<file path="config.mk">
export PLATFORM = sky130hd
export DESIGN_NAME = mmu_arbiter
export DESIGN_NICKNAME = d
export VERILOG_FILES = /design/src/rtl/mmu_arbiter_pkg.sv /design/src/rtl/mmu_arb_pick.sv /design/src/rtl/mmu_arbiter.sv
export SDC_FILE = /design/constraint.sdc
export NUM_CORES = 1
export LEC_CHECK = 0
export ABC_AREA = 1
export CAP_MARGIN = 10
export CORE_ASPECT_RATIO = 1.25
export CORE_MARGIN = 8
export CORE_UTILIZATION = 30
export DETAILED_ROUTE_END_ITERATION = 10
export GPL_ROUTABILITY_DRIVEN = 0
export MAX_ROUTING_LAYER = met4
export PLACE_DENSITY = 0.71
export SYNTH_ARGS = -nofsm -noshare
export SYNTH_HDL_FRONTEND = slang
export SYNTH_SLANG_ARGS = --single-unit
</file>
<file path="constraint.sdc">
create_clock -name clk -period 1.3 [get_ports clk]
set_input_delay 0.26 -clock clk [delete_from_list [all_inputs] [get_ports clk]]
set_output_delay 0.26 -clock clk [all_outputs]
set_load 0.005 [all_outputs]
</file>
<file path="src/rtl/mmu_arbiter_pkg.sv">
// Shared definitions for the MMU arbiter: FSM state encoding and parameter
// defaults used by mmu_arbiter and its priority picker.
package mmu_arbiter_pkg;

  localparam int unsigned DEF_ADDR_W     = 32;
  localparam int unsigned DEF_DATA_W     = 32;
  localparam int unsigned DEF_MAX_DM_RUN = 4;

  typedef enum logic [1:0] {
    ST_IDLE    = 2'd0,
    ST_BUSY_IF = 2'd1,
    ST_BUSY_DM = 2'd2
  } state_e;

endpackage

</file>
<file path="src/rtl/mmu_arb_pick.sv">
// Combinational grant selection between the fetch (if) and data (dm)
// requesters. Data wins a tie unless it has already taken MAX_DM_RUN grants
// in a row while a fetch was waiting, in which case the fetch goes first.
// Ports:
//   if_req_i, dm_req_i  pending requests
//   dm_run_cnt_i        consecutive dm grants taken while if_req was high
//   grant_if_o          fetch selected
//   grant_dm_o          data access selected
module mmu_arb_pick #(
  parameter int unsigned MAX_DM_RUN = 4,
  parameter int unsigned CNT_W      = 3
) (
  input  logic             if_req_i,
  input  logic             dm_req_i,
  input  logic [CNT_W-1:0] dm_run_cnt_i,
  output logic             grant_if_o,
  output logic             grant_dm_o
);

  logic dm_starving_if;

  assign dm_starving_if = (dm_run_cnt_i == CNT_W'(MAX_DM_RUN));

  always_comb begin
    grant_if_o = 1'b0;
    grant_dm_o = 1'b0;
    if (dm_req_i && !(if_req_i && dm_starving_if)) begin
      grant_dm_o = 1'b1;
    end else if (if_req_i) begin
      grant_if_o = 1'b1;
    end
  end

endmodule

</file>
<file path="src/rtl/mmu_arbiter.sv">
// Arbitrates instruction-fetch and data-memory requests onto a single MMU
// port. One access is in flight at a time; an IDLE cycle separates accesses.
// Ports:
//   clk, rst                    clock, synchronous active-high reset
//   if_req/if_addr              fetch request (word read)
//   if_ready/if_rdata/if_stall  fetch completion, data, pipeline hold
//   dm_req/dm_we/dm_byte/dm_addr/dm_wdata   data request and fields
//   dm_ready/dm_rdata/dm_stall  data completion, load data, pipeline hold
//   mmu_req/mmu_we/mmu_byte/mmu_addr/mmu_wdata  latched access to MMU
//   mmu_done/mmu_rdata          MMU completion pulse and read data
module mmu_arbiter
  import mmu_arbiter_pkg::*;
#(
  parameter int unsigned ADDR_W     = DEF_ADDR_W,
  parameter int unsigned DATA_W     = DEF_DATA_W,
  parameter int unsigned MAX_DM_RUN = DEF_MAX_DM_RUN
) (
  input  logic              clk,
  input  logic              rst,
  input  logic              if_req,
  input  logic [ADDR_W-1:0] if_addr,
  output logic              if_ready,
  output logic [DATA_W-1:0] if_rdata,
  input  logic              dm_req,
  input  logic              dm_we,
  input  logic              dm_byte,
  input  logic [ADDR_W-1:0] dm_addr,
  input  logic [DATA_W-1:0] dm_wdata,
  output logic              dm_ready,
  output logic [DATA_W-1:0] dm_rdata,
  output logic              if_stall,
  output logic              dm_stall,
  output logic              mmu_req,
  output logic              mmu_we,
  output logic              mmu_byte,
  output logic [ADDR_W-1:0] mmu_addr,
  output logic [DATA_W-1:0] mmu_wdata,
  input  logic              mmu_done,
  input  logic [DATA_W-1:0] mmu_rdata
);

  localparam int unsigned CNT_W = $clog2(MAX_DM_RUN + 1);

  state_e            state_q, state_d;
  logic [CNT_W-1:0]  dm_run_q, dm_run_d;
  logic              we_q, we_d;
  logic              byte_q, byte_d;
  logic [ADDR_W-1:0] addr_q, addr_d;
  logic [DATA_W-1:0] wdata_q, wdata_d;
  logic              grant_if, grant_dm;

  mmu_arb_pick #(
    .MAX_DM_RUN (MAX_DM_RUN),
    .CNT_W      (CNT_W)
  ) u_pick (
    .if_req_i     (if_req),
    .dm_req_i     (dm_req),
    .dm_run_cnt_i (dm_run_q),
    .grant_if_o   (grant_if),
    .grant_dm_o   (grant_dm)
  );

  always_ff @(posedge clk) begin
    if (rst) begin
      state_q  <= ST_IDLE;
      dm_run_q <= '0;
      we_q     <= 1'b0;
      byte_q   <= 1'b0;
      addr_q   <= '0;
      wdata_q  <= '0;
    end else begin
      state_q  <= state_d;
      dm_run_q <= dm_run_d;
      we_q     <= we_d;
      byte_q   <= byte_d;
      addr_q   <= addr_d;
      wdata_q  <= wdata_d;
    end
  end

  always_comb begin
    state_d  = state_q;
    dm_run_d = dm_run_q;
    we_d     = we_q;
    byte_d   = byte_q;
    addr_d   = addr_q;
    wdata_d  = wdata_q;
    if_ready = 1'b0;
    dm_ready = 1'b0;
    if_rdata = '0;
    dm_rdata = '0;
    unique case (state_q)
      ST_IDLE: begin
        if (grant_dm) begin
          state_d = ST_BUSY_DM;
          we_d    = dm_we;
          byte_d  = dm_byte;
          addr_d  = dm_addr;
          wdata_d = dm_wdata;
          // Run length only counts while a fetch is actually being held off.
          if (!if_req) begin
            dm_run_d = '0;
          end else if (dm_run_q != CNT_W'(MAX_DM_RUN)) begin
            dm_run_d = dm_run_q + CNT_W'(1);
          end
        end else if (grant_if) begin
          state_d  = ST_BUSY_IF;
          we_d     = 1'b0;
          byte_d   = 1'b0;
          addr_d   = if_addr;
          wdata_d  = '0;
          dm_run_d = '0;
        end
      end
      // Ready is suppressed while rst is high: the access is being abandoned.
      ST_BUSY_IF: begin
        if (mmu_done && !rst) begin
          if_ready = 1'b1;
          if_rdata = mmu_rdata;
          state_d  = ST_IDLE;
        end
      end
      ST_BUSY_DM: begin
        if (mmu_done && !rst) begin
          dm_ready = 1'b1;
          dm_rdata = mmu_rdata;
          state_d  = ST_IDLE;
        end
      end
      default: state_d = ST_IDLE;
    endcase
  end

  assign mmu_req   = (state_q != ST_IDLE);
  assign mmu_we    = we_q;
  assign mmu_byte  = byte_q;
  assign mmu_addr  = addr_q;
  assign mmu_wdata = wdata_q;
  assign if_stall  = if_req & ~if_ready;
  assign dm_stall  = dm_req & ~dm_ready;

endmodule

</file>
==> metrics.txt <==
# TYPE chip_impl_metric gauge
chip_impl_info{name="critical_path.slowest_cell",value="dfxtp_2"} 1
chip_impl_metric{name="drive_above_1_share",unit=""} 0.258
chip_impl_metric{name="synth.distinct_cells",unit=""} 18
chip_impl_metric{name="vias_per_cell",unit=""} 4.62
chip_impl_metric{name="worst-endpoint-arrival",unit="ns"} 1.49
chip_impl_metric{name="std_cell_rows",unit=""} 45
chip_impl_metric{name="finalCriticalPeriod",unit="ns"} 1.75
chip_impl_metric{name="placedInstanceArea",unit="um2"} 6740
chip_impl_info{name="grt_most_used_layer",value="met2"} 1
chip_impl_metric{name="sequential_area_share_after_synthesis",unit=""} 0.382
chip_impl_info{name="crit_chain",value="inv_2, ha_2, nand2_4, buf_12, nor2_1, clkdlybuf4s15_2"} 1
chip_impl_info{name="cts_root_buf",value="clkbuf_16"} 1
chip_impl_metric{name="final-hold-violation-count",unit=""} 0
chip_impl_metric{name="place.port_buffers",unit=""} 269
chip_impl_info{name="synth_top_cells_by_area",value="dfxtp_1, nor2_1, nand2_1"} 1
chip_impl_info{name="worst_path_dominant_cell_family",value="buffers and inverters"} 1
chip_impl_metric{name="timing.critical_path.fanout_max",unit=""} 17
chip_impl_metric{name="global_route.usage.met1",unit=""} 0.231
chip_impl_metric{name="layout.cell_area.non_filler",unit="um2"} 8370
chip_impl_metric{name="maximum_vdd_ir_drop",unit="mV"} 1.04
chip_impl_metric{name="htree_num_levels",unit=""} 3
chip_impl_info{name="timing.setup.critical_path_class",value="register to output port"} 1
chip_impl_metric{name="avgSynthCellArea",unit="um2"} 5.99
chip_impl_info{name="synth_ff_type",value="dfxtp_1"} 1
chip_impl_metric{name="drt_drc_violations_left",unit=""} 0
chip_impl_info{name="setup.worst_path.start_class",value="register"} 1
chip_impl_metric{name="drv.max_cap_violation_count",unit=""} 0
chip_impl_info{name="cts_tree",value="done"} 1
chip_impl_metric{name="first_global_vias",unit=""} 4980
chip_impl_metric{name="postLayoutCoreUtil",unit=""} 0.691
chip_impl_metric{name="tns",unit="ns"} -47.59
chip_impl_metric{name="fp.dieH",unit="um"} 140
chip_impl_metric{name="power.density",unit="nW/um2"} 1350
chip_impl_info{name="mostFrequentLayoutCells",value="clkdlybuf4s50_1, nor2_1, nand2_1"} 1
chip_impl_metric{name="edff_count_synth",unit=""} 0
chip_impl_info{name="grt_setup_unrepaired",value="true"} 1
chip_impl_metric{name="skew",unit="ns"} 0.0103
chip_impl_metric{name="synthesis.nets",unit=""} 761
chip_impl_metric{name="p_leak",unit="nW"} 4.69
chip_impl_metric{name="num_cts_buffers",unit=""} 9
chip_impl_metric{name="synthesis.area",unit="um2"} 3720
chip_impl_metric{name="layout.cells.non_filler",unit=""} 1118
chip_impl_metric{name="yosys.area.top_type_share",unit=""} 0.382
chip_impl_metric{name="antenna_left",unit=""} 0
chip_impl_metric{name="final_worst_path_setup_slack",unit="ns"} -0.450
chip_impl_metric{name="drt_first_pass_iters",unit=""} 4
chip_impl_metric{name="antenna_found_initial",unit=""} 1
chip_impl_metric{name="report.final.slew_viol_count",unit=""} 0
chip_impl_metric{name="fmax_achieved",unit="MHz"} 571
chip_impl_info{name="failed_checks",value="negative setup slack"} 1
chip_impl_metric{name="wl",unit="mm"} 20.1
chip_impl_metric{name="grt.met3_usage",unit=""} 0.0710
chip_impl_metric{name="drtIter0Drc",unit=""} 242
chip_impl_metric{name="cts_hold_buffers",unit=""} 0
chip_impl_metric{name="clock_tree.buffer_depth",unit=""} 2
chip_impl_metric{name="num_vias",unit=""} 5163
chip_impl_metric{name="design.final.nets",unit=""} 1088
chip_impl_info{name="hold_path.class",value="input port to register"} 1
chip_impl_metric{name="area_delta_synth_final",unit="%"} 125
chip_impl_metric{name="start_util",unit=""} 0.307
chip_impl_metric{name="globalRouteMet2Util",unit=""} 0.406
chip_impl_metric{name="max-slew-margin-rel",unit=""} 0.717
chip_impl_metric{name="chip_width",unit="um"} 116
chip_impl_metric{name="synth_warnings",unit=""} 0
chip_impl_metric{name="hpwlAfterDp",unit="mm"} 11.9
chip_impl_metric{name="ratio_of_final_minimum_period_to_clock_period",unit=""} 1.35
chip_impl_metric{name="worst_slew_pin_slew",unit="ns"} 0.424
chip_impl_metric{name="grt.overflow.total",unit=""} 0
chip_impl_metric{name="dieArea",unit="um2"} 16200
chip_impl_metric{name="clk_pin_slew_worst_paths",unit="ns"} 0.05
chip_impl_info{name="layout.cells.most_common",value="clkdlybuf4s50_1"} 1
chip_impl_metric{name="floorplan.core_area",unit="um2"} 12100
chip_impl_info{name="synth_largest_area_cell",value="dfxtp_1"} 1
chip_impl_info{name="status",value="finished, violations left"} 1
chip_impl_metric{name="async_flop_share",unit=""} 0
chip_impl_metric{name="io_pins",unit=""} 270
chip_impl_metric{name="grt_start_max_net_pins",unit=""} 35
chip_impl_metric{name="synth_seq_cells",unit=""} 71
chip_impl_metric{name="clock_sinks",unit=""} 71
chip_impl_info{name="worst_setup_path_end_kind",value="output port"} 1
chip_impl_metric{name="clkLatencyLatePin",unit="ns"} 0.33
chip_impl_metric{name="worstPathBufferInverterCount",unit=""} 3
chip_impl_metric{name="routed_wire_length_per_instance",unit="um"} 18.0
chip_impl_metric{name="crit_required",unit="ns"} 1.04
chip_impl_metric{name="grtUsageTotal",unit=""} 0.231
chip_impl_metric{name="syn-instance-count",unit=""} 621
chip_impl_metric{name="first_pass_grt_wire_length",unit="mm"} 27.5
chip_impl_metric{name="final-setup-viol-count",unit=""} 140
chip_impl_metric{name="placed_cells_incl_taps",unit=""} 1043
chip_impl_metric{name="critPathMaxStageDelay",unit="ns"} 0.34
[cell families after synthesis]
| logic type | count (synthesis) | synth area share |
|---|---|---|
| simple gates | 359 | 0.389 |
| buf+inv | 148 | 0.160 |
| flops | 71 | 0.382 |
| compound gates | 38 | 0.0522 |
| fa+ha+maj | 5 | 0.0168 |
[final cells by class]
cell class	count	area (um2)
clock inverter	5	33.8
tap	164	205
sequential	71	1430
antenna	1	2.50
multi-input combinational	402	2040
fill	961	3740
clock buffer	11	243
timing repair buffer	353	3980
inverter	111	427
[registers in the layout (all words and copies together), names as in the netlist]
register and flops:
dm_run_q 3, mmu_byte 1, mmu_we 1, mmu_wdata 32, mmu_addr 32, state_q 2
[metal layers]
| metal | part of all wire | vias up |
|---|---|---|
| met3 | 0.11 | 43 |
| li1 | - | 2498 |
| met2 | 0.51 | 270 |
| met4 | 0.030 | 0 |
| met5 | 0 | - |
| met1 | 0.35 | 2352 |
[where the power goes]
group          switching, W  total [W]  internal (W)  leakage, nW
registers          0.000249    0.00290       0.00265        0.590
clock network      0.000966    0.00231       0.00134        0.132
logic               0.00262    0.00612       0.00350         3.97
total               0.00384     0.0113       0.00749         4.69
[per-stage QoR]
stage / worst slack (ns) / hold slack (ns) / total power, W
6_report: -0.450 / 0.353 / 0.0113
4_1_cts: -0.432 / 0.340 / 0.0109
3_3_place_gp: -0.808 / 0.514 / 0.00661
5_1_grt: -0.491 / 0.367 / 0.0120
2_1_floorplan: -0.0218 / 0.409 / 0.00462
3_5_place_dp: -0.813 / 0.523 / 0.00665
[what timing repair did]
action	CTS	global route
resized for setup	406	108
setup endpoints to repair	206	180
setup buffers	27	7
gates cloned	23	5
pin swaps	27	7
endpoints found under the hold margin	0	0
[worst paths after layout]
path                       from             to  slack (ns)  cells past startpoint
setup / recovery     state_q[1]   if_rdata[30]       -0.45                      6
hold / removal              rst     state_q[1]        0.35                      5
setup reg to reg     state_q[1]  mmu_wdata[10]       -0.42                     11
hold reg to reg   mmu_wdata[19]  mmu_wdata[19]        0.53                      4
[worst register-to-register path, delay by kind of cell, from the launching register on]
| family | cells | cell delay, ns |
|---|---|---|
| DFF | 1 | 0.34 |
| adders and majority gates | 1 | 0.15 |
| buffers and inverters | 6 | 0.68 |
| and+or+nand+nor | 4 | 0.43 |
[cell usage after synthesis, types with 2 or more instances]
| cell type | count |
|---|---|
| inv_1 | 111 |
| nand2_1 | 118 |
| buf_2 | 19 |
| clkbuf_1 | 12 |
| a21oi_1 | 2 |
| dfxtp_1 | 71 |
| nor2_1 | 171 |
| nand3_1 | 65 |
| buf_1 | 2 |
| nand2_2 | 2 |
| buf_4 | 4 |
| ha_1 | 5 |
| o21ai_0 | 34 |
(Power assumes the default switching activity.)
